$ cat config.mk
export PLATFORM = sky130hd
export DESIGN_NAME = fx_mult_seq
export DESIGN_NICKNAME = d
export VERILOG_FILES = /design/src/rtl/fx_mult_seq.sv
export SDC_FILE = /design/constraint.sdc
export NUM_CORES = 1
export LEC_CHECK = 0
export ABC_AREA = 1
export BUFFER_PORTS_ARGS = -buffer_cell sky130_fd_sc_hd__buf_2
export CAP_MARGIN = 30
export CORE_MARGIN = 2
export CORE_UTILIZATION = 53
export CTS_CLUSTER_SIZE = 24
export DETAILED_ROUTE_END_ITERATION = 10
export HOLD_SLACK_MARGIN = 0.12
export PLACE_DENSITY = 0.72
export SYNTH_ARGS = -nofsm -noshare
export SYNTH_HDL_FRONTEND = slang
export SYNTH_SLANG_ARGS = --single-unit
$ cat constraint.sdc
create_clock -name clk_i -period 2.8 [get_ports clk_i]
set_clock_uncertainty 0.05 [all_clocks]
set_input_delay 0.56 -clock clk_i [delete_from_list [all_inputs] [get_ports clk_i]]
set_output_delay 0.56 -clock clk_i [all_outputs]
set_load 0.02 [all_outputs]
$ cat src/rtl/fx_mult_seq.sv
// Sequential sign-magnitude fixed-point multiplier: one multiplier bit per cycle,
// with a valid/ready handshake on both sides and optional rounding and saturation.
module fx_mult_seq #(
  parameter int unsigned Q        = 15,
  parameter int unsigned N        = 32,
  parameter bit          SATURATE = 1'b1,
  parameter bit          ROUND    = 1'b0
) (
  input  logic         clk_i,
  input  logic         rst_n_i,
  input  logic         valid_i,
  output logic         ready_o,
  input  logic [N-1:0] multiplicand_i,
  input  logic [N-1:0] multiplier_i,
  output logic         valid_o,
  input  logic         ready_i,
  output logic [N-1:0] result_o,
  output logic         overflow_o
);

  localparam int unsigned MW = N - 1;
  localparam int unsigned PW = 2 * N - 2;
  localparam int unsigned CW = $clog2(N);

  typedef enum logic [1:0] {IDLE, MUL, DONE} state_t;

  state_t        state, state_d;
  logic [PW-1:0] acc;
  logic [PW-1:0] mcand;
  logic [MW-1:0] mplr;
  logic [CW-1:0] cnt;
  logic          sign;

  logic [MW-1:0] m_base_c;
  logic          rnd_c;
  logic [N-1:0]  m_sum_c;
  logic          ovf_c;
  logic [MW-1:0] mag_c;

  // Next-state logic
  always_comb begin
    state_d = state;
    case (state)
      IDLE:    if (valid_i) state_d = MUL;
      MUL:     if (cnt == '0) state_d = DONE;
      DONE:    if (ready_i) state_d = IDLE;
      default: state_d = IDLE;
    endcase
  end

  // Round bit exists only when there are fractional bits to round away
  if (ROUND && (Q > 0)) begin : g_rnd
    assign rnd_c = acc[Q-1];
  end else begin : g_nornd
    assign rnd_c = 1'b0;
  end

  // Result formatting from the finished product
  always_comb begin
    m_base_c = MW'(acc >> Q);
    m_sum_c  = {1'b0, m_base_c} + N'(rnd_c);
    ovf_c    = (|(acc >> (MW + Q))) | m_sum_c[N-1];
    mag_c    = (ovf_c && SATURATE) ? {MW{1'b1}} : m_sum_c[MW-1:0];
  end

  always_ff @(posedge clk_i or negedge rst_n_i) begin
    if (!rst_n_i) begin
      state      <= IDLE;
      ready_o    <= 1'b1;
      valid_o    <= 1'b0;
      result_o   <= '0;
      overflow_o <= 1'b0;
      acc        <= '0;
      mcand      <= '0;
      mplr       <= '0;
      cnt        <= '0;
      sign       <= 1'b0;
    end else begin
      state   <= state_d;
      ready_o <= (state_d == IDLE);
      valid_o <= (state_d == DONE);
      case (state)
        IDLE: begin
          if (valid_i) begin
            mcand <= PW'(multiplicand_i[MW-1:0]);
            mplr  <= multiplier_i[MW-1:0];
            sign  <= multiplicand_i[N-1] ^ multiplier_i[N-1];
            acc   <= '0;
            cnt   <= CW'(MW);
          end
        end
        MUL: begin
          if (cnt != '0) begin
            if (mplr[0]) acc <= acc + mcand;
            mcand <= mcand << 1;
            mplr  <= mplr >> 1;
            cnt   <= cnt - CW'(1);
          end else begin
            // A zero magnitude never carries a negative sign
            result_o   <= {sign & (|mag_c), mag_c};
            overflow_o <= ovf_c;
          end
        end
        default: ;
      endcase
    end
  end

endmodule

==> results of run 1 <==
==> cell usage after synthesis (2+ instances only) <==
master,instances
nand3_1,70
nand3_2,2
o22ai_1,36
nor4_1,10
buf_6,6
nor3_1,7
nand4_1,14
o41ai_1,2
nor2_1,144
inv_1,421
o21bai_1,5
clkbuf_1,15
o21ai_0,99
o211ai_1,58
nand2_1,730
buf_1,4
buf_4,4
nor2_8,2
nand2_2,6
a21oi_1,60
buf_2,20
xnor2_1,5
a2bb2oi_1,26
dfrtp_1,197
ha_1,62
inv_2,4
xor2_1,2
nor2_4,3
o21ai_1,19
and2_1,3
==> kinds of logic (layout without fill, tap and decap cells) <==
family | after synthesis | after routing | share of synthesized area
simple gates | 994 | 994 | 0.294
buf+inv | 475 | 579 | 0.138
compound gates | 312 | 312 | 0.139
flops | 198 | 198 | 0.365
fa+ha+maj | 63 | 63 | 0.0587
xor+xnor | 7 | 7 | 0.00452
==> registers in the layout, indices dropped and copies added (netlist names) <==
name / cells
valid_o: 1
cnt: 5
acc: 62
state: 2
ready_o: 1
overflow_o: 1
mcand: 62
sign: 1
result_o: 32
mplr: 31
==> worst max-delay path, cell delays in order, from the launching register on <==
cell and delay, ns:
dfrtp_1 0.37, ha_1 0.26, inv_1 0.08, fa_1 0.43, nor2_1 0.20, o21ai_0 0.14, nand2_1 0.18, nand2_1 0.09
nand3_1 0.25, nand2_1 0.09, nand2_1 0.16, nand2_1 0.07, nand2_1 0.06, o21ai_1 0.05
==> layout make-up <==
class | instances | area [µm²] | share of cell area
Clock inverter | 15 | 220 | 0.0146
Multi-Input combinational cell | 1376 | 6750 | 0.447
Timing Repair Buffer | 121 | 739 | 0.0490
Tap cell | 330 | 413 | 0.0273
Inverter | 426 | 1600 | 0.106
Clock buffer | 17 | 425 | 0.0282
Sequential cell | 198 | 4960 | 0.328
==> metrics by stage <==
stage                     utilization  worst slack, ns  hold slack (ns)  instances
after floorplan                     -            0.817            0.214       2049
after global placement          0.574            0.275            0.410       2450
after CTS                       0.600            0.208            0.235       2483
after global routing            0.600           0.0667            0.242       2483
after detailed placement        0.574            0.239            0.421       2450
final                           0.600            0.213            0.245       2483
==> layer usage <==
layer  vias up  track usage  wire length [µm]
met3        74       0.0571              2470
li1       6570            -                 -
met1      5870        0.407             17900
met4         0        0.118              1390
met2       397        0.495             18000
met5         -            0                 0
==> worst min-delay path by stage <==
stage / start / endpoint / slack [ns] / cells after the start
floorplan: rst_n_i / acc[0]$_DFFE_PN0P_ / 0.21 / 0
global placement: result_o[27]$_DFFE_PN0P_ / result_o[27]$_DFFE_PN0P_ / 0.41 / 2
detailed placement: result_o[24]$_DFFE_PN0P_ / result_o[24]$_DFFE_PN0P_ / 0.42 / 2
CTS: ready_i / valid_o$_DFF_PN0_ / 0.24 / 2
global route: ready_i / valid_o$_DFF_PN0_ / 0.24 / 2
finish: ready_i / valid_o$_DFF_PN0_ / 0.25 / 2
==> timing repair <==
item                                    CTS  global route
hold buffers                              1             0
endpoints found under the hold margin    50             0
endpoints found under the setup margin    0             1
resized for setup                         0             1
==> report_power, final <==
part           switching (mW)  internal [mW]  total [mW]
sequential              0.874           4.25        5.12
combinational            8.53           4.15        12.7
clock                    1.46           1.27        2.73
==> flow_metrics.tcl, run 1 <==
set metrics [dict create \
    yosys-top-cells-area "dfrtp_1 (36%), nand2_1 (20%), inv_1 (12%)" \
    dp_hpwl_mm 31.2 \
    grtUsageTotal 0.306 \
    path_clk_slew_ns 0.09 \
    status "finished clean" \
    htree_levels 4 \
    finalCriticalPeriod_ns 2.59 \
    cts.sinks 198 \
    diodes 0 \
    nNetsFinal 2271 \
    timing.rr.start "acc[0]$_DFFE_PN0P_" \
    critPathLaunch "acc[0]$_DFFE_PN0P_" \
    cellLeakagePower_nw 8.75 \
    synth.distinct_cells 43 \
    firstDrtPassIters 7 \
    max-cap-violations 0 \
    ir_drop_uv 721 \
    worstPathMaxFanout 4 \
    chipHeight_um 164 \
    yosys.area.top_type "dfrtp_1" \
    gp_congestion 1.03 \
    synth.avg_cell_area_um2 6.62 \
    hold_class "in -> reg" \
    yosys_warnings 0 \
    wl_mm 39.7 \
    top_level_ports 103 \
    clock_latency_ns 0.46 \
    reg2reg_to "acc[40]$_DFFE_PN0P_" \
    setup-tns-final_ns 0 \
    antenna_found_initial 0 \
    synthArstFlopShare 1.00 \
    core-area_mm2 0.0252 \
    final_common_cell "nand2_1" \
    post_cts_buffers 0 \
    dpl_cell_area_mm2 0.0144 \
    hold_viol_final 0 \
    crit_required_ns 3.09 \
    power_mw 20.5 \
    maxSlewViolCount 0 \
    rsz0062_at_grt "no" \
    fill_cells 2433 \
    synth_seq_cells 198 \
    finalSetupViolations 0 \
    mostFrequentLayoutCells "nand2_1 (729), inv_1 (421), dfrtp_1 (197)" \
    portBuffers 102 \
    ff2ff_path_depth 13 \
    ant_nets 0 \
    rrSetupSlack_ns 0.21 \
    via_per_inst 5.20 \
    stdcell_area_mm2 0.0151 \
    tightest_slew_ns 0.659 \
    synth_enable_flop_cells 0 \
    drt-initial-drc-count 1069 \
    cts_buffer_depth 2 \
    area_growth_pct 11.3 \
    drive_gt1_frac 0.0813 \
    grt_max_degree 121 \
    cts_buffers 17 \
    synthDominantCellAreaShare 0.364 \
    initial_core_util 0.539 \
    syn_inst 2049 \
    cp-end-kind "register" \
    grt_pass1_wl_mm 63.5 \
    drcViolationCount 0 \
    cts_root_buffer "clkbuf_16" \
    maxSlewHeadroom 0.560 \
    syn-cell-area_mm2 0.0136 \
    timing.final.crit_share 0.924 \
    vias 12911 \
    startpoint_type "register" \
    grt_overflow 0 \
    worst-setup-path-type "reg -> reg" \
    ys.flop_type "dfrtp_1" \
    die_area_mm2 0.0269 \
    power_density_mw_per_mm2 1360 \
    grt_pass1_vias 12320 \
    synth_seq_area_share 0.365 \
    die_w_um 164 \
    rows 58 \
    endpoint "acc[40]$_DFFE_PN0P_" \
    wl_per_cell_um 16.0 \
    arrival_ns 2.88 \
    cts_tree "done" \
    synth_fp_nets 2180 \
    fmax_ghz 0.387 \
]
No activity file was read; power rests on OpenSTA's default activity.
==> inputs of run 2 (changes only) <==
--- a/config.mk
+++ b/config.mk
@@ -6,14 +6,16 @@
 export NUM_CORES = 1
 export LEC_CHECK = 0
 export ABC_AREA = 1
-export BUFFER_PORTS_ARGS = -buffer_cell sky130_fd_sc_hd__buf_2
 export CAP_MARGIN = 30
 export CORE_MARGIN = 2
 export CORE_UTILIZATION = 53
 export CTS_CLUSTER_SIZE = 24
 export DETAILED_ROUTE_END_ITERATION = 10
+export DONT_BUFFER_PORTS = 1
 export HOLD_SLACK_MARGIN = 0.12
-export PLACE_DENSITY = 0.72
+export PLACE_DENSITY = 0.68
+export RECOVER_POWER = 25
+export SKIP_LAST_GASP = 1
 export SYNTH_ARGS = -nofsm -noshare
 export SYNTH_HDL_FRONTEND = slang
 export SYNTH_SLANG_ARGS = --single-unit
==> flow_metrics.tcl, run 2 (synthesis gave the netlist of run 1 again) <==
set metrics [dict create \
    critPathTopFamily "simple AND/OR/NAND/NOR gates" \
    cp-end-kind "register" \
    hold_class "in -> async" \
    finalCriticalPeriod_ns 2.57 \
    power.share.sequential 0.268 \
    die_area_mm2 0.0269 \
    slowest_stage "fa_1" \
    top_level_ports 103 \
    status "finished, violations left" \
    cts_buffer_depth 2 \
    wl_mm 39.8 \
    ant_nets 0 \
    crit_chain "ha_1, inv_1, fa_1, nor2_1, o21ai_0, nand2_1, nand2_1, nand2_1, nand2_1, nand3_1, nand2_1, nand3_1, nand2_1" \
    cts.sinks 198 \
    path_clk_slew_ns 0.09 \
    worst_path_largest_cell_delay_ns 0.42 \
    ir_drop_uv 613 \
    crit_required_ns 3.10 \
    area_growth_pct 7.11 \
    drcViolationCount 0 \
    clock_latency_ns 0.46 \
    grtUsageMet2 0.523 \
    grt_max_degree 199 \
    worst-setup-path-type "reg -> reg" \
    diodes 0 \
    fin_util 0.577 \
    violations "negative hold slack" \
    drive_gt1_frac 0.0347 \
    cts_tree "done" \
    comb_power_share 0.595 \
    worstPathMaxFanout 4 \
    startpoint_type "register" \
    path_buf_inv 1 \
    maxSlewViolCount 0 \
    setup-tns-final_ns 0 \
    gp_congestion 1.03 \
    rsz0062_at_grt "no" \
    arrival_ns 2.88 \
    wl_per_cell_um 16.7 \
    chipHeight_um 164 \
    swShare 0.532 \
    maxSlewHeadroom 0.586 \
    final_common_cell "nand2_1" \
    antenna_found_initial 0 \
    initial_core_util 0.539 \
    vias 12491 \
    holdWs_ns -0.271 \
    finalSetupViolations 0 \
    path_common_cell "nand2_1" \
    grt_overflow 0 \
    cellLeakagePower_nw 8.29 \
    max-cap-violations 0 \
    grt_pass1_vias 12178 \
    cts_root_buffer "clkbuf_16" \
    intPower_mw 9.45 \
    via_per_inst 5.25 \
    dp_hpwl_mm 30.5 \
    cts_buffers 17 \
    core-area_mm2 0.0252 \
    fill_cells 2482 \
    power.share.clock 0.137 \
    grt_busiest_layer "met2" \
    mostFrequentLayoutCells "nand2_1 (729), inv_1 (421), dfrtp_1 (197)" \
    drt-initial-drc-count 927 \
    portBuffers 0 \
    timing.final.crit_share 0.919 \
    fmax_ghz 0.389 \
    die_w_um 164 \
    htree_levels 4 \
    grt_util_met1 0.407 \
    nNetsFinal 2166 \
    grt_pass1_wl_mm 63.7 \
    grtUsageTotal 0.306 \
    tightest_slew_ns 0.620 \
    hold_viol_final 197 \
    top_regs "acc (62), mcand (62), result_o (32)" \
    power_density_mw_per_mm2 1390 \
    firstDrtPassIters 7 \
    rows 58 \
    p_sw_mw 10.8 \
    use_met3 0.0470 \
]
## run 2: final timing paths
path                               startpoint                  endpoint  slack (ns)  cells after the start
hold / removal                        rst_n_i  result_o[16]$_DFFE_PN0P_       -0.27                      0
min in group clk_i                    ready_i         valid_o$_DFF_PN0_        0.16                      1
setup reg to reg           acc[0]$_DFFE_PN0P_       acc[48]$_DFFE_PN0P_        0.23                     13
max in group asynchronous             rst_n_i         ready_o$_DFF_PN1_        2.65                      0
hold reg to reg              sign$_DFFE_PN0P_          sign$_DFFE_PN0P_        0.44                      2
setup / recovery           acc[0]$_DFFE_PN0P_       acc[48]$_DFFE_PN0P_        0.23                     13
## run 2: final cells by class
cell class / count / area, µm² / area share
Clock buffer: 17 / 425 / 0.0293
Multi-Input combinational cell: 1376 / 6750 / 0.464
Tap cell: 330 / 413 / 0.0284
Timing Repair Buffer: 16 / 170 / 0.0117
Inverter: 426 / 1600 / 0.110
Sequential cell: 198 / 4960 / 0.341
Clock inverter: 15 / 215 / 0.0148
## run 2: metal layers
metal	share of wire	vias to the layer above	wire [µm]
li1	-	6350	-
met1	0.46	5768	18200
met2	0.46	325	18500
met3	0.058	48	2330
met4	0.019	0	762
met5	0	-	0
## run 2: power by group through the flow
stage | Sequential [mW] | Clock, mW | Combinational [mW]
after floorplan | 5.18 | 0 | 8.82
after global placement | 5.46 | 0 | 11.7
after detailed placement | 5.47 | 0 | 11.8
after CTS | 5.43 | 2.78 | 11.9
after global routing | 5.59 | 2.89 | 13.7
final | 5.43 | 2.76 | 12.0
## run 2: what timing repair did
item	4_1_cts	5_1_grt
hold endpoints to repair	198	198
gates resized for setup	0	1
endpoints found under the setup margin	0	1
setup buffers	0	0
## run 2: per-stage QoR
| step | cell area, µm² | hold WS, ns | power [mW] | instances | setup WS (ns) |
|---|---|---|---|---|---|
| after CTS | 14500 | -0.270 | 20.1 | 2378 | 0.163 |
| after detailed placement | 13900 | 0.220 | 17.3 | 2346 | 0.196 |
| final | 14500 | -0.271 | 20.2 | 2378 | 0.227 |
| after global placement | 13900 | 0.218 | 17.1 | 2346 | 0.176 |
| after global routing | 14500 | -0.282 | 22.1 | 2378 | 0.0427 |
| after floorplan | 13600 | 0.214 | 14.0 | 2049 | 0.817 |
==> inputs of run 3 (changes only) <==
--- a/config.mk
+++ b/config.mk
@@ -7,13 +7,15 @@
 export LEC_CHECK = 0
 export ABC_AREA = 1
 export CAP_MARGIN = 30
+export CELL_PAD_IN_SITES_DETAIL_PLACEMENT = 0
+export CELL_PAD_IN_SITES_GLOBAL_PLACEMENT = 1
 export CORE_MARGIN = 2
-export CORE_UTILIZATION = 53
+export CORE_UTILIZATION = 47
 export CTS_CLUSTER_SIZE = 24
 export DETAILED_ROUTE_END_ITERATION = 10
 export DONT_BUFFER_PORTS = 1
 export HOLD_SLACK_MARGIN = 0.12
-export PLACE_DENSITY = 0.68
+export PLACE_DENSITY_LB_ADDON = 0.1
 export RECOVER_POWER = 25
 export SKIP_LAST_GASP = 1
 export SYNTH_ARGS = -nofsm -noshare
==> flow_metrics.tcl, run 3 (synthesis gave the netlist of run 1 again) <==
set metrics [dict create \
    area_growth_pct 7.52 \
    highest_layer "met4" \
    cts_buffers 17 \
    rsz0062_at_grt "no" \
    drcViolationCount 0 \
    die_w_um 174 \
    startpoint_type "register" \
    met1_length_mm 20.7 \
    max-cap-violations 0 \
    dpl_cell_area_mm2 0.0140 \
    ant_nets 0 \
    path_clk_slew_ns 0.08 \
    via_per_inst 5.13 \
    timing.final.crit_share 0.945 \
    antenna_found_initial 0 \
    multi_input_area_mm2 0.00675 \
    vias 12482 \
    drive_gt1_frac 0.0356 \
    nNetsFinal 2167 \
    status "finished, violations left" \
    post_cts_buffers 0 \
    wl_mm 40.9 \
    cp-end-kind "register" \
    crit_required_ns 3.10 \
    worstPathMaxFanout 4 \
    seq_area_mm2 0.00496 \
    cts_root_buffer "clkbuf_16" \
    arrival_ns 2.95 \
    finalSetupViolations 0 \
    cellLeakagePower_nw 8.29 \
    grt_overflow 0 \
    initial_core_util 0.475 \
    grt_pass1_wl_mm 65.6 \
    drt-initial-drc-count 888 \
    cts.sinks 198 \
    power_density_mw_per_mm2 1390 \
    portBuffers 0 \
    core-area_mm2 0.0285 \
    firstDrtPassIters 5 \
    hold_viol_final 197 \
    ir_drop_uv 845 \
    power_mw 20.3 \
    wl_per_cell_um 16.8 \
    maxSlewViolCount 0 \
    wl_met3_mm 2.04 \
    gp_congestion 0.937 \
    maxSlewHeadroom 0.592 \
    grt_pass1_vias 11850 \
    clock_latency_ns 0.47 \
    top_level_ports 103 \
    wl_met2_mm 17.3 \
    final_common_cell "nand2_1" \
    grt_max_degree 199 \
    fin_util 0.511 \
    cts_buffer_depth 2 \
    grtUsageTotal 0.281 \
    chipHeight_um 174 \
    htree_levels 4 \
    stdcell_area_mm2 0.0146 \
    dp_hpwl_mm 31.8 \
    setup-tns-final_ns 0 \
    hold_class "in -> async" \
    cts_tree "done" \
    die_area_mm2 0.0302 \
    rows 62 \
    mostFrequentLayoutCells "nand2_1 (729), inv_1 (421), dfrtp_1 (197)" \
    violations "negative hold slack" \
    fill_cells 3056 \
    holdWs_ns -0.264 \
    finalCriticalPeriod_ns 2.65 \
    fmax_ghz 0.378 \
    tightest_slew_ns 0.610 \
    worst-setup-path-type "reg -> reg" \
    top_regs "acc (62), mcand (62), result_o (32)" \
    diodes 0 \
]
run 3: worst max-delay path: stages (launching register included):
cell	delay, ns
dfrtp_1	0.36
ha_1	0.26
inv_1	0.08
fa_1	0.44
nor2_1	0.24
o21ai_0	0.12
nand2_1	0.19
nand2_1	0.09
nand3_2	0.17
nand3_1	0.18
nand2_1	0.12
nand2_1	0.05
nand3_1	0.10
nand2_1	0.06
run 3: final cells by class:
type,count,area share
Multi-Input combinational cell,1376,0.463
Sequential cell,198,0.340
Inverter,426,0.110
Tap cell,384,0.0330
Clock buffer,18,0.0301
Timing Repair Buffer,17,0.0122
Clock inverter,14,0.0121
run 3: where the power goes:
| group | internal, mW | total [mW] | leakage [nW] | switching (mW) |
|---|---|---|---|---|
| registers | 4.25 | 5.46 | 2.46 | 1.21 |
| clock network | 1.31 | 2.59 | 0.295 | 1.28 |
| logic | 3.95 | 12.2 | 5.53 | 8.27 |
| total | 9.51 | 20.3 | 8.29 | 10.8 |
run 3: metrics by stage:
step / instances / setup WS [ns] / hold WS [ns]
detailed placement: 2401 / 0.125 / 0.219
global route: 2433 / 0.0165 / -0.292
global placement: 2401 / 0.0975 / 0.219
floorplan: 2049 / 0.817 / 0.214
CTS: 2433 / 0.0963 / -0.284
finish: 2433 / 0.155 / -0.264
run 3: timing repair:
action                     in CTS  in global routing
hold endpoints to repair      198                198
gates resized for setup         0                  2
setup endpoints to repair       0                  3
run 3: metal layers:
metal / GRT usage / up-vias
met5: 0 / -
met2: 0.417 / 276
met1: 0.419 / 5801
li1: - / 6366
met4: 0.0886 / 0
met3: 0.0432 / 39
run 3: final timing paths:
path | start | endpoint | slack, ns | depth (start not counted)
max in group asynchronous | rst_n_i | mplr[0]$_DFFE_PN0P_ | 2.46 | 0
max | mcand[0]$_DFFE_PN0P_ | acc[56]$_DFFE_PN0P_ | 0.15 | 13
min | rst_n_i | mcand[9]$_DFFE_PN0P_ | -0.26 | 0
min in group clk_i | ready_i | valid_o$_DFF_PN0_ | 0.14 | 1
max reg2reg | mcand[0]$_DFFE_PN0P_ | acc[56]$_DFFE_PN0P_ | 0.15 | 13
min reg2reg | acc[4]$_DFFE_PN0P_ | acc[4]$_DFFE_PN0P_ | 0.44 | 2
